[config.mk]
export PLATFORM = sky130hd
export DESIGN_NAME = id_ex_hazard
export DESIGN_NICKNAME = d
export VERILOG_FILES = /design/src/rtl/id_ex_hazard.sv
export SDC_FILE = /design/constraint.sdc
export NUM_CORES = 1
export LEC_CHECK = 0
export CAP_MARGIN = 10
export CORE_ASPECT_RATIO = 0.6
export CORE_MARGIN = 1.5
export CORE_UTILIZATION = 43
export DETAILED_ROUTE_END_ITERATION = 8
export PLACE_DENSITY = 0.82
export SYNTH_ARGS = -nofsm -noshare
export SYNTH_HDL_FRONTEND = slang
export SYNTH_SLANG_ARGS = --single-unit
[constraint.sdc]
create_clock -name clk -period 6.9 [get_ports clk]
set_input_delay 2.07 -clock clk [delete_from_list [all_inputs] [get_ports clk]]
set_output_delay 2.07 -clock clk [all_outputs]
set_load 0.01 [all_outputs]
[src/rtl/id_ex_hazard.sv]
// ID/EX pipeline register with load-use hazard detection, flush and halt handling.
// A load in EX whose destination is read by the decode instruction holds the front
// end for one cycle. During that cycle a bubble goes into EX. Taken branches squash
// decode. HLT freezes the front end once it has reached EX.
module id_ex_hazard (
  input  logic        clk,
  input  logic        rst_n,
  input  logic [3:0]  IF_ID_Opcode,
  input  logic [3:0]  IF_ID_Rs,
  input  logic [3:0]  IF_ID_Rt,
  input  logic [3:0]  IF_ID_Rd,
  input  logic [15:0] ID_Rs_Data,
  input  logic [15:0] ID_Rt_Data,
  input  logic [15:0] ID_Imm,
  input  logic        ID_Flush,
  output logic [3:0]  ID_EX_Opcode,
  output logic [3:0]  ID_EX_Rs,
  output logic [3:0]  ID_EX_Rt,
  output logic [3:0]  ID_EX_Rd,
  output logic [15:0] ID_EX_Rs_Data,
  output logic [15:0] ID_EX_Rt_Data,
  output logic [15:0] ID_EX_Imm,
  output logic        ID_EX_Valid,
  output logic        Stall,
  output logic        Halted,
  output logic [15:0] Stall_Cnt
);

  localparam logic [3:0] OP_BUBBLE = 4'b0000;
  localparam logic [3:0] OP_LW     = 4'b1000;
  localparam logic [3:0] OP_HLT    = 4'b1111;

  // ID/EX state
  logic [3:0]  opcode_reg, rs_reg, rt_reg, rd_reg;
  logic [15:0] rs_data_reg, rt_data_reg, imm_reg;
  logic        valid_reg;
  logic        halted_reg;
  logic [15:0] stall_cnt_reg;

  logic [3:0]  opcode_next, rs_next, rt_next, rd_next;
  logic [15:0] rs_data_next, rt_data_next, imm_next;
  logic        valid_next;
  logic        halted_next;
  logic [15:0] stall_cnt_next;

  // Per-opcode source-use maps. A store (1001) reads Rt only as store data, and
  // that data is forwarded MEM-to-MEM, so Rt is left out of its map.
  logic [15:0] uses_rs_map;
  logic [15:0] uses_rt_map;

  genvar gi;
  generate
    for (gi = 0; gi < 16; gi++) begin : g_src_map
      assign uses_rs_map[gi] = !((gi == 12) || (gi == 14) || (gi == 15));
      assign uses_rt_map[gi] = (gi <= 3) || (gi == 7);
    end
  endgenerate

  logic rs_hit, rt_hit, load_use, stall;

  // Load-use detection: a valid load in EX writing a nonzero register read by decode
  always_comb begin
    rs_hit   = uses_rs_map[IF_ID_Opcode] && (IF_ID_Rs == rd_reg);
    rt_hit   = uses_rt_map[IF_ID_Opcode] && (IF_ID_Rt == rd_reg);
    load_use = valid_reg && (opcode_reg == OP_LW) && (rd_reg != 4'd0) && (rs_hit || rt_hit);
    // A flush or halt already inserts a bubble, so the stall is suppressed.
    stall    = load_use && !ID_Flush && !halted_reg;
  end

  // Next-state selection: bubble on halt/flush/stall, otherwise capture decode
  always_comb begin
    opcode_next    = OP_BUBBLE;
    rs_next        = 4'd0;
    rt_next        = 4'd0;
    rd_next        = 4'd0;
    rs_data_next   = 16'd0;
    rt_data_next   = 16'd0;
    imm_next       = 16'd0;
    valid_next     = 1'b0;
    halted_next    = halted_reg;
    stall_cnt_next = stall_cnt_reg;

    if (!halted_reg && !ID_Flush && !stall) begin
      opcode_next  = IF_ID_Opcode;
      rs_next      = IF_ID_Rs;
      rt_next      = IF_ID_Rt;
      rd_next      = IF_ID_Rd;
      rs_data_next = ID_Rs_Data;
      rt_data_next = ID_Rt_Data;
      imm_next     = ID_Imm;
      valid_next   = 1'b1;
      if (IF_ID_Opcode == OP_HLT) begin
        halted_next = 1'b1;
      end
    end

    if (stall && (stall_cnt_reg != 16'hFFFF)) begin
      stall_cnt_next = stall_cnt_reg + 16'd1;
    end
  end

  // State registers; reset loads a bubble and clears halt and the stall counter
  always_ff @(posedge clk or negedge rst_n) begin
    if (!rst_n) begin
      opcode_reg    <= OP_BUBBLE;
      rs_reg        <= 4'd0;
      rt_reg        <= 4'd0;
      rd_reg        <= 4'd0;
      rs_data_reg   <= 16'd0;
      rt_data_reg   <= 16'd0;
      imm_reg       <= 16'd0;
      valid_reg     <= 1'b0;
      halted_reg    <= 1'b0;
      stall_cnt_reg <= 16'd0;
    end else begin
      opcode_reg    <= opcode_next;
      rs_reg        <= rs_next;
      rt_reg        <= rt_next;
      rd_reg        <= rd_next;
      rs_data_reg   <= rs_data_next;
      rt_data_reg   <= rt_data_next;
      imm_reg       <= imm_next;
      valid_reg     <= valid_next;
      halted_reg    <= halted_next;
      stall_cnt_reg <= stall_cnt_next;
    end
  end

  assign ID_EX_Opcode  = opcode_reg;
  assign ID_EX_Rs      = rs_reg;
  assign ID_EX_Rt      = rt_reg;
  assign ID_EX_Rd      = rd_reg;
  assign ID_EX_Rs_Data = rs_data_reg;
  assign ID_EX_Rt_Data = rt_data_reg;
  assign ID_EX_Imm     = imm_reg;
  assign ID_EX_Valid   = valid_reg;
  assign Stall         = stall;
  assign Halted        = halted_reg;
  assign Stall_Cnt     = stall_cnt_reg;

endmodule

==> out/results.tsv, run 1 <==
stage	metric	value	unit
worst_setup_path	worst reg2reg endpoint	ID_EX_Rt[1]	
final_layout	n_diodes	0	
detailed_routing	vias	2238	
power	power per standard cell area	236	nW/um2
synthesis	largest family of logic cells by synthesized area	simple AND/OR/NAND/NOR gates	
power	part of the power in registers	44.1	%
detailed_routing	drc violations	0	
sta	Fin. Hold Viols	0	
final_layout	Final Core Density	73.2	%
die	# IOs	150	
worst_setup_path	crit-path max FO	5	
power	VDD IR max	227	uV
power	clock share of power	43.5	%
synthesis	post-synthesis mux area share	0.739	%
worst_hold_path	Worst Hold End	Stall_Cnt[0]	
die	core area	6760	um2
global_routing	initial antenna violation count	0	
final_layout	layout cell share with drive strength beyond 1	6.14	%
cts	CTS resizes	0	
synthesis	Async SR Flop Fraction	100	%
worst_hold_path	hold-critical path depth	1	
detailed_routing	TritonRoute pass-1 iters	4	
worst_setup_path	CP endpoint kind	output pin	
synthesis	Main synth FF type	dfrtp_1	
status	status	finished clean	
cts	CTS Hold Bufs	0	
power	Lkg Pwr	0.00222	uW
synthesis	Synth area leader	dfrtp_1	
worst_setup_path	Worst R2R Path Depth	6	
synthesis	Synth Area in Simple Gates	22.4	%
synthesis	yosys warns	0	
cts	worst-case clock buffer depth	2	
synthesis	sequential share of the synthesized area	67.3	%
power	combinational cell fraction of total power	12.4	%
cts	CTS Buf Count	9	
cts	# H-tree levels	3	
global_routing	first-pass GRT wire length	11500	um
cts	worst skew pair latency	330	ps
sta	Setup WS post-layout	448	ps
global_routing	gr ovfl total	0	
worst_hold_path	HP Start	Stall_Cnt[0]	
synthesis	Syn Nets	301	
worst_setup_path	Crit path arrival time	4380	ps
die	Die Span Y	68.2	um
final_layout	final net count	454	
cts	CTS tree	done	
detailed_routing	vias per std cell	4.68	
synthesis	number of synthesized flops with an enable pin	0	
sta	Tcrit/Tclk final	93.5	%
synthesis	post-synthesis adder-cell area fraction	0.411	%
sta	RSZ-0062 raised after global routing	no	
synthesis	post-synthesis register bit count	82	
worst_setup_path	CP Launch Type	input pin	
sta	fmax	155	MHz
die	number of core rows	23	
flow_run	max cap viols	0	
power	switch share	21.4	%
worst_setup_path	CP Data Required Time	4830	ps
sta	WHS	521	ps
sta	setup tns final	0	ps
global_routing	pin count of the biggest net entering global routing	83	
worst_setup_path	CP Class	input pin to output pin	
die	width of the chip	112	um
sta	fin crit period	6450	ps
sta	Slew Viols, Final	0	
synthesis	Mapped Area	3050	um2
worst_hold_path	Min-Delay Path Class	flop to flop	
detailed_routing	DR iter-0 viols	72	
power	Int Pwr	917	uW
global_routing	Total GRT Usage	20.2	%
final_layout	area grow syn2layout	62.4	%
worst_setup_path	R2R Path Start	ID_EX_Rd[1]	
cts	setup bufs post-CTS	0	
die	Initial Util	45.1	%
sta	Worst slew margin	32.7	%
global_routing	vias in the first global route	2274	
synthesis	post-synthesis compound-gate area fraction	1.19	%
place	Detail Placement HPWL	5300	um
die	DIE AREA	7620	um2
synthesis	Cell variety after synth	29	
synthesis	top-area cell type share of the netlist area	67.3	%
sta	clk_skew	7.68	ps
synthesis	Area contributors post-synth	dfrtp_1 67%, and2_1 14%, xnor2_1 4.0%	
detailed_routing	Routed WL per cell	15.5	um
place	port bufs	149	
power	Psw	249	uW
detailed_routing	final WL	7420	um
cts	clock transition at the registers of the reported paths	60	ps
place	RePlAce Congestion	0.815	
synthesis	xor/xnor share of the synthesized area	6.32	%
sta	Slew @ Worst Pin	1010	ps
sta	final setup fails	0	
detailed_routing	Antenna Violating Nets Remaining	0	
worst_setup_path	flop2flop setup slack	4400	ps
cts	Root Buffer	clkbuf_16	
synthesis	Syn Inst Count	233	
cts	CTS Sinks	82	
power	total power draw	1170	uW
synthesis	post-synthesis average cell area	13.1	um2
place	pre-CTS setup slack	429	ps
==> final cells by class <==
class | count | area, um2
sequential | 82 | 2050
fill | 485 | 1810
timing repair buffer | 151 | 1500
multi-input combinational | 140 | 958
clock buffer | 11 | 243
tap | 87 | 109
clock inverter | 5 | 77.6
inverter | 2 | 7.51
==> cells by family after synthesis <==
| group | count (synthesis) |
|---|---|
| XOR/XNOR | 22 |
| flip-flops | 82 |
| AND/OR/NAND/NOR | 110 |
| multiplexers | 2 |
| AO/OA/AOI/OAI | 5 |
| buffers and inverters | 11 |
| adder cells (fa/ha/maj) | 1 |
==> critical path: stages <==
cell	delay (ps)
clkdlybuf4s50_1	490
or4_1	540
or4_4	480
inv_1	140
and2_1	140
clkdlybuf4s50_1	530
==> stage by stage <==
step                      instances  area, um2
after CTS                       478       4950
after floorplan                 233       3050
after global placement          462       4630
final                           478       4950
after detailed placement        462       4630
after global routing            478       4950
==> registers in the layout, summed over array words and instances, names as in the netlist <==
| name | cells |
|---|---|
| ID_EX_Rt | 4 |
| ID_EX_Imm | 16 |
| ID_EX_Rt_Data | 16 |
| Halted | 1 |
| ID_EX_Opcode | 4 |
| ID_EX_Rs_Data | 16 |
| ID_EX_Rs | 4 |
| ID_EX_Rd | 4 |
| ID_EX_Valid | 1 |
| Stall_Cnt | 16 |
==> layout by cell type (no fill, tap or decap), types with 2 or more instances in the layout <==
cell,Yosys,final
clkbuf_16,0,9
and4_1,2,2
clkinv_2,0,2
buf_4,0,3
and3_1,4,4
bufinv_16,0,2
dfrtp_1,82,82
clkdlybuf4s50_1,0,148
nand2_1,5,5
nor2_1,2,2
nor4_1,3,3
nand4_1,9,9
nand2b_1,2,2
and2_1,66,66
inv_1,2,2
nor3_1,2,2
mux2_1,2,2
nand3_1,10,10
xnor2_1,14,14
xor2_1,8,8
==> Yosys cell counts (all sizes together) (2+ instances only) <==
cell	instances
and2	66
and3	4
and4	2
buf	2
clkbuf	7
dfrtp	82
inv	2
mux2	2
nand2	5
nand2b	2
nand3	10
nand4	9
nor2	3
nor3	3
nor4	4
or4	2
xnor2	14
xor2	8
==> power groups by stage <==
stage / logic, uW / clock network [uW] / registers, uW
2_1_floorplan: 31.3 / 0 / 534
3_3_place_gp: 146 / 0 / 522
3_5_place_dp: 147 / 0 / 523
4_1_cts: 148 / 518 / 515
5_1_grt: 158 / 541 / 517
6_report: 145 / 507 / 515
==> layer usage <==
layer  vias up  global-route usage (%)  wire [um]
li1       1070                       -          -
met2        92                    30.6       3350
met1      1061                    24.8       3110
met4         0                    6.80        104
met5         -                       0          0
met3        15                    11.3        848
==> worst max-delay path by stage <==
stage	startpoint	endpoint	slack [ps]	depth (start not counted)
CTS	ID_Flush	Stall	430	6
detailed placement	ID_Flush	Stall	430	6
finish	ID_Flush	Stall	450	6
global placement	ID_Flush	Stall	470	6
floorplan	ID_Flush	Stall	1540	4
global route	ID_Flush	Stall	370	6
No activity file was read; power rests on OpenSTA's default activity.
==> run 2, diff against run 1 <==
- SETUP_SLACK_MARGIN: not set -> 0.05
==> results of run 2 <==
Same layout as run 1: the final DEF is identical, and so are final timing and power.
==> run 3, diff against run 2 <==
- CORE_UTILIZATION: 43 -> 48
- DONT_BUFFER_PORTS: not set -> 1
- PLACE_DENSITY: 0.82 -> not set
- clock period: 6.9 -> 6.19 ns (I/O delays scaled with it)
==> run 3 against run 2 <==
Compared with the run above: utilization is 18 points lower; clock power is 19% lower; register-to-register slack got worse by 590 ps; critical path depth down 2; cell count shrank 32%; sequential power grew 15%; critical path type unchanged; largest power group unchanged; highest routed layer unchanged.
==> out/results.tsv, run 3 (same netlist as run 1, synthesis figures left out) <==
stage	metric	value	unit	change
cts	CTS tree	done		
sta	Tcrit/Tclk final	81.9	%	
worst_hold_path	HP Start	Stall_Cnt[0]		
sta	fin crit period	5070	ps	
worst_setup_path	worst reg2reg endpoint	Stall_Cnt[9]		
die	width of the chip	106	um	-5.2%
sta	clk_skew	10.0	ps	+2.33 ps
worst_hold_path	Min-Delay Path Class	flop to flop		
global_routing	pin count of the biggest net entering global routing	83		unchanged
final_layout	Filler Cell Count	535		+10%
cts	clock transition at the registers of the reported paths	80	ps	+20 ps
detailed_routing	Routed WL per cell	17.8	um	+15%
place	Detail Placement HPWL	4080	um	-23%
worst_setup_path	CP endpoint kind	output pin		
global_routing	first-pass GRT wire length	9360	um	-18%
detailed_routing	Antenna Violating Nets Remaining	0		unchanged
die	DIE AREA	6850	um2	-10%
detailed_routing	drc violations	0		unchanged
cts	CTS Sinks	82		unchanged
cts	CTS Buf Count	9		unchanged
sta	Worst slew margin	58.7	%	+26 points
die	Die Span Y	64.7	um	-5.1%
sta	Slew @ Worst Pin	614	ps	-396 ps
worst_setup_path	CP Data Required Time	4330	ps	-500 ps
worst_setup_path	Slowest cell on crit path	or4_1		
cts	setup bufs post-CTS	0		unchanged
sta	WHS	589	ps	+67.4 ps
detailed_routing	vias	1678		-25%
power	power per standard cell area	310	nW/um2	+32%
worst_setup_path	R2R Path Start	Halted		
place	RePlAce Congestion	0.737		-9.5%
place	placed cell count	310		-33%
cts	worst skew pair latency	350	ps	+20 ps
final_layout	area grow syn2layout	10.0	%	
cts	Root Buffer	clkbuf_8		
detailed_routing	TritonRoute pass-1 iters	4		unchanged
worst_setup_path	crit-path max FO	5		unchanged
sta	Fin. Hold Viols	0		unchanged
final_layout	most frequent cells in the layout	82 x dfrtp_1, 66 x and2_1, 14 x xnor2_1, 10 x nand3_1		
die	core area	6110	um2	-9.6%
worst_setup_path	Worst path max stage delay	540	ps	about the same
detailed_routing	final WL	5810	um	-22%
worst_hold_path	Worst Hold End	Stall_Cnt[0]		
sta	Slew Viols, Final	0		unchanged
die	number of core rows	22		-4.3%
cts	worst-case clock buffer depth	2		unchanged
global_routing	Total GRT Usage	18.8	%	-1.4 points
die	Initial Util	49.9	%	+4.8 points
sta	fmax	197	MHz	
global_routing	gr ovfl total	0		unchanged
detailed_routing	DR iter-0 viols	65		-9.7%
sta	final setup fails	0		unchanged
final_layout	most common cell after layout, fill and taps aside	dfrtp_1		
worst_setup_path	Crit path arrival time	3220	ps	-1160 ps
worst_setup_path	CP Launch Type	input pin		
sta	RSZ-0062 raised after global routing	no		
cts	CTS Hold Bufs	0		unchanged
flow_run	max cap viols	0		unchanged
power	VDD IR max	143	uV	-37%
power	total power draw	1040	uW	-11%
sta	setup tns final	0	ps	unchanged
worst_setup_path	Worst R2R Path Depth	5		-1
global_routing	vias in the first global route	1712		-25%
status	status	finished clean		
worst_hold_path	hold-critical path depth	1		unchanged
final_layout	layout cell share with drive strength beyond 1	9.92	%	+3.8 points
final_layout	n_diodes	0		unchanged
final_layout	final net count	305		-33%
worst_setup_path	CP Cell Sequence	or4_1 > or4_4 > inv_1 > and2_1		
cts	# H-tree levels	3		unchanged
final_layout	Cell Count, Final, Fillers Out	326		-32%
place	port bufs	0		-100%
worst_setup_path	flop2flop setup slack	3810	ps	-590 ps
power	Lkg Pwr	0.00163	uW	-27%
die	# IOs	150		unchanged
cts	CTS resizes	0		unchanged
worst_setup_path	CP Class	input pin to output pin		
global_routing	initial antenna violation count	0		unchanged
detailed_routing	vias per std cell	5.15		+9.9%
==> run 3: final cells by class <==
class	count	area (um2)	share of cell area, %
Timing Repair Buffer	2	15.0	0.448
Clock inverter	7	91.3	2.72
Multi-Input combinational cell	140	958	28.6
Tap cell	84	105	3.13
Clock buffer	9	124	3.69
Sequential cell	82	2050	61.2
Inverter	2	7.51	0.224
==> run 3: where the power goes <==
part | switching (uW) | leakage (uW) | internal [uW]
Combinational | 20.8 | 0.000394 | 19.7
Clock | 211 | 0.000108 | 199
Sequential | 29.2 | 0.00113 | 561
Total | 261 | 0.00163 | 780
==> run 3: how the worst max path moves through the flow <==
stage / end / cells after the start / from / slack, ps
3_3_place_gp: Stall / 4 / ID_Flush / 1160
5_1_grt: Stall / 4 / ID_Flush / 1060
3_5_place_dp: Stall / 4 / ID_Flush / 1130
6_report: Stall / 4 / ID_Flush / 1120
4_1_cts: Stall / 4 / ID_Flush / 1120
2_1_floorplan: Stall / 4 / ID_Flush / 1250
==> run 3: metrics by stage <==
stage	setup WS, ps	util [%]	area, um2
floorplan	1250	-	3050
global placement	1160	51.4	3140
detailed placement	1130	51.4	3140
CTS	1120	54.9	3350
global route	1060	54.9	3350
finish	1120	54.9	3350
==> run 3: worst max-delay path, delay by kind of cell <==
| kind | cells | cell delay [ps] |
|---|---|---|
| simple gates | 3 | 1230 |
| buf+inv | 1 | 130 |
==> run 3: routing by layer <==
layer / part of all wire [%] / vias up / global-route usage [%]
met4: 1.6 / 0 / 8.11
met3: 14 / 9 / 11.9
met5: 0 / - / 0
li1: - / 773 / -
met1: 41 / 806 / 23.2
met2: 44 / 90 / 26.2
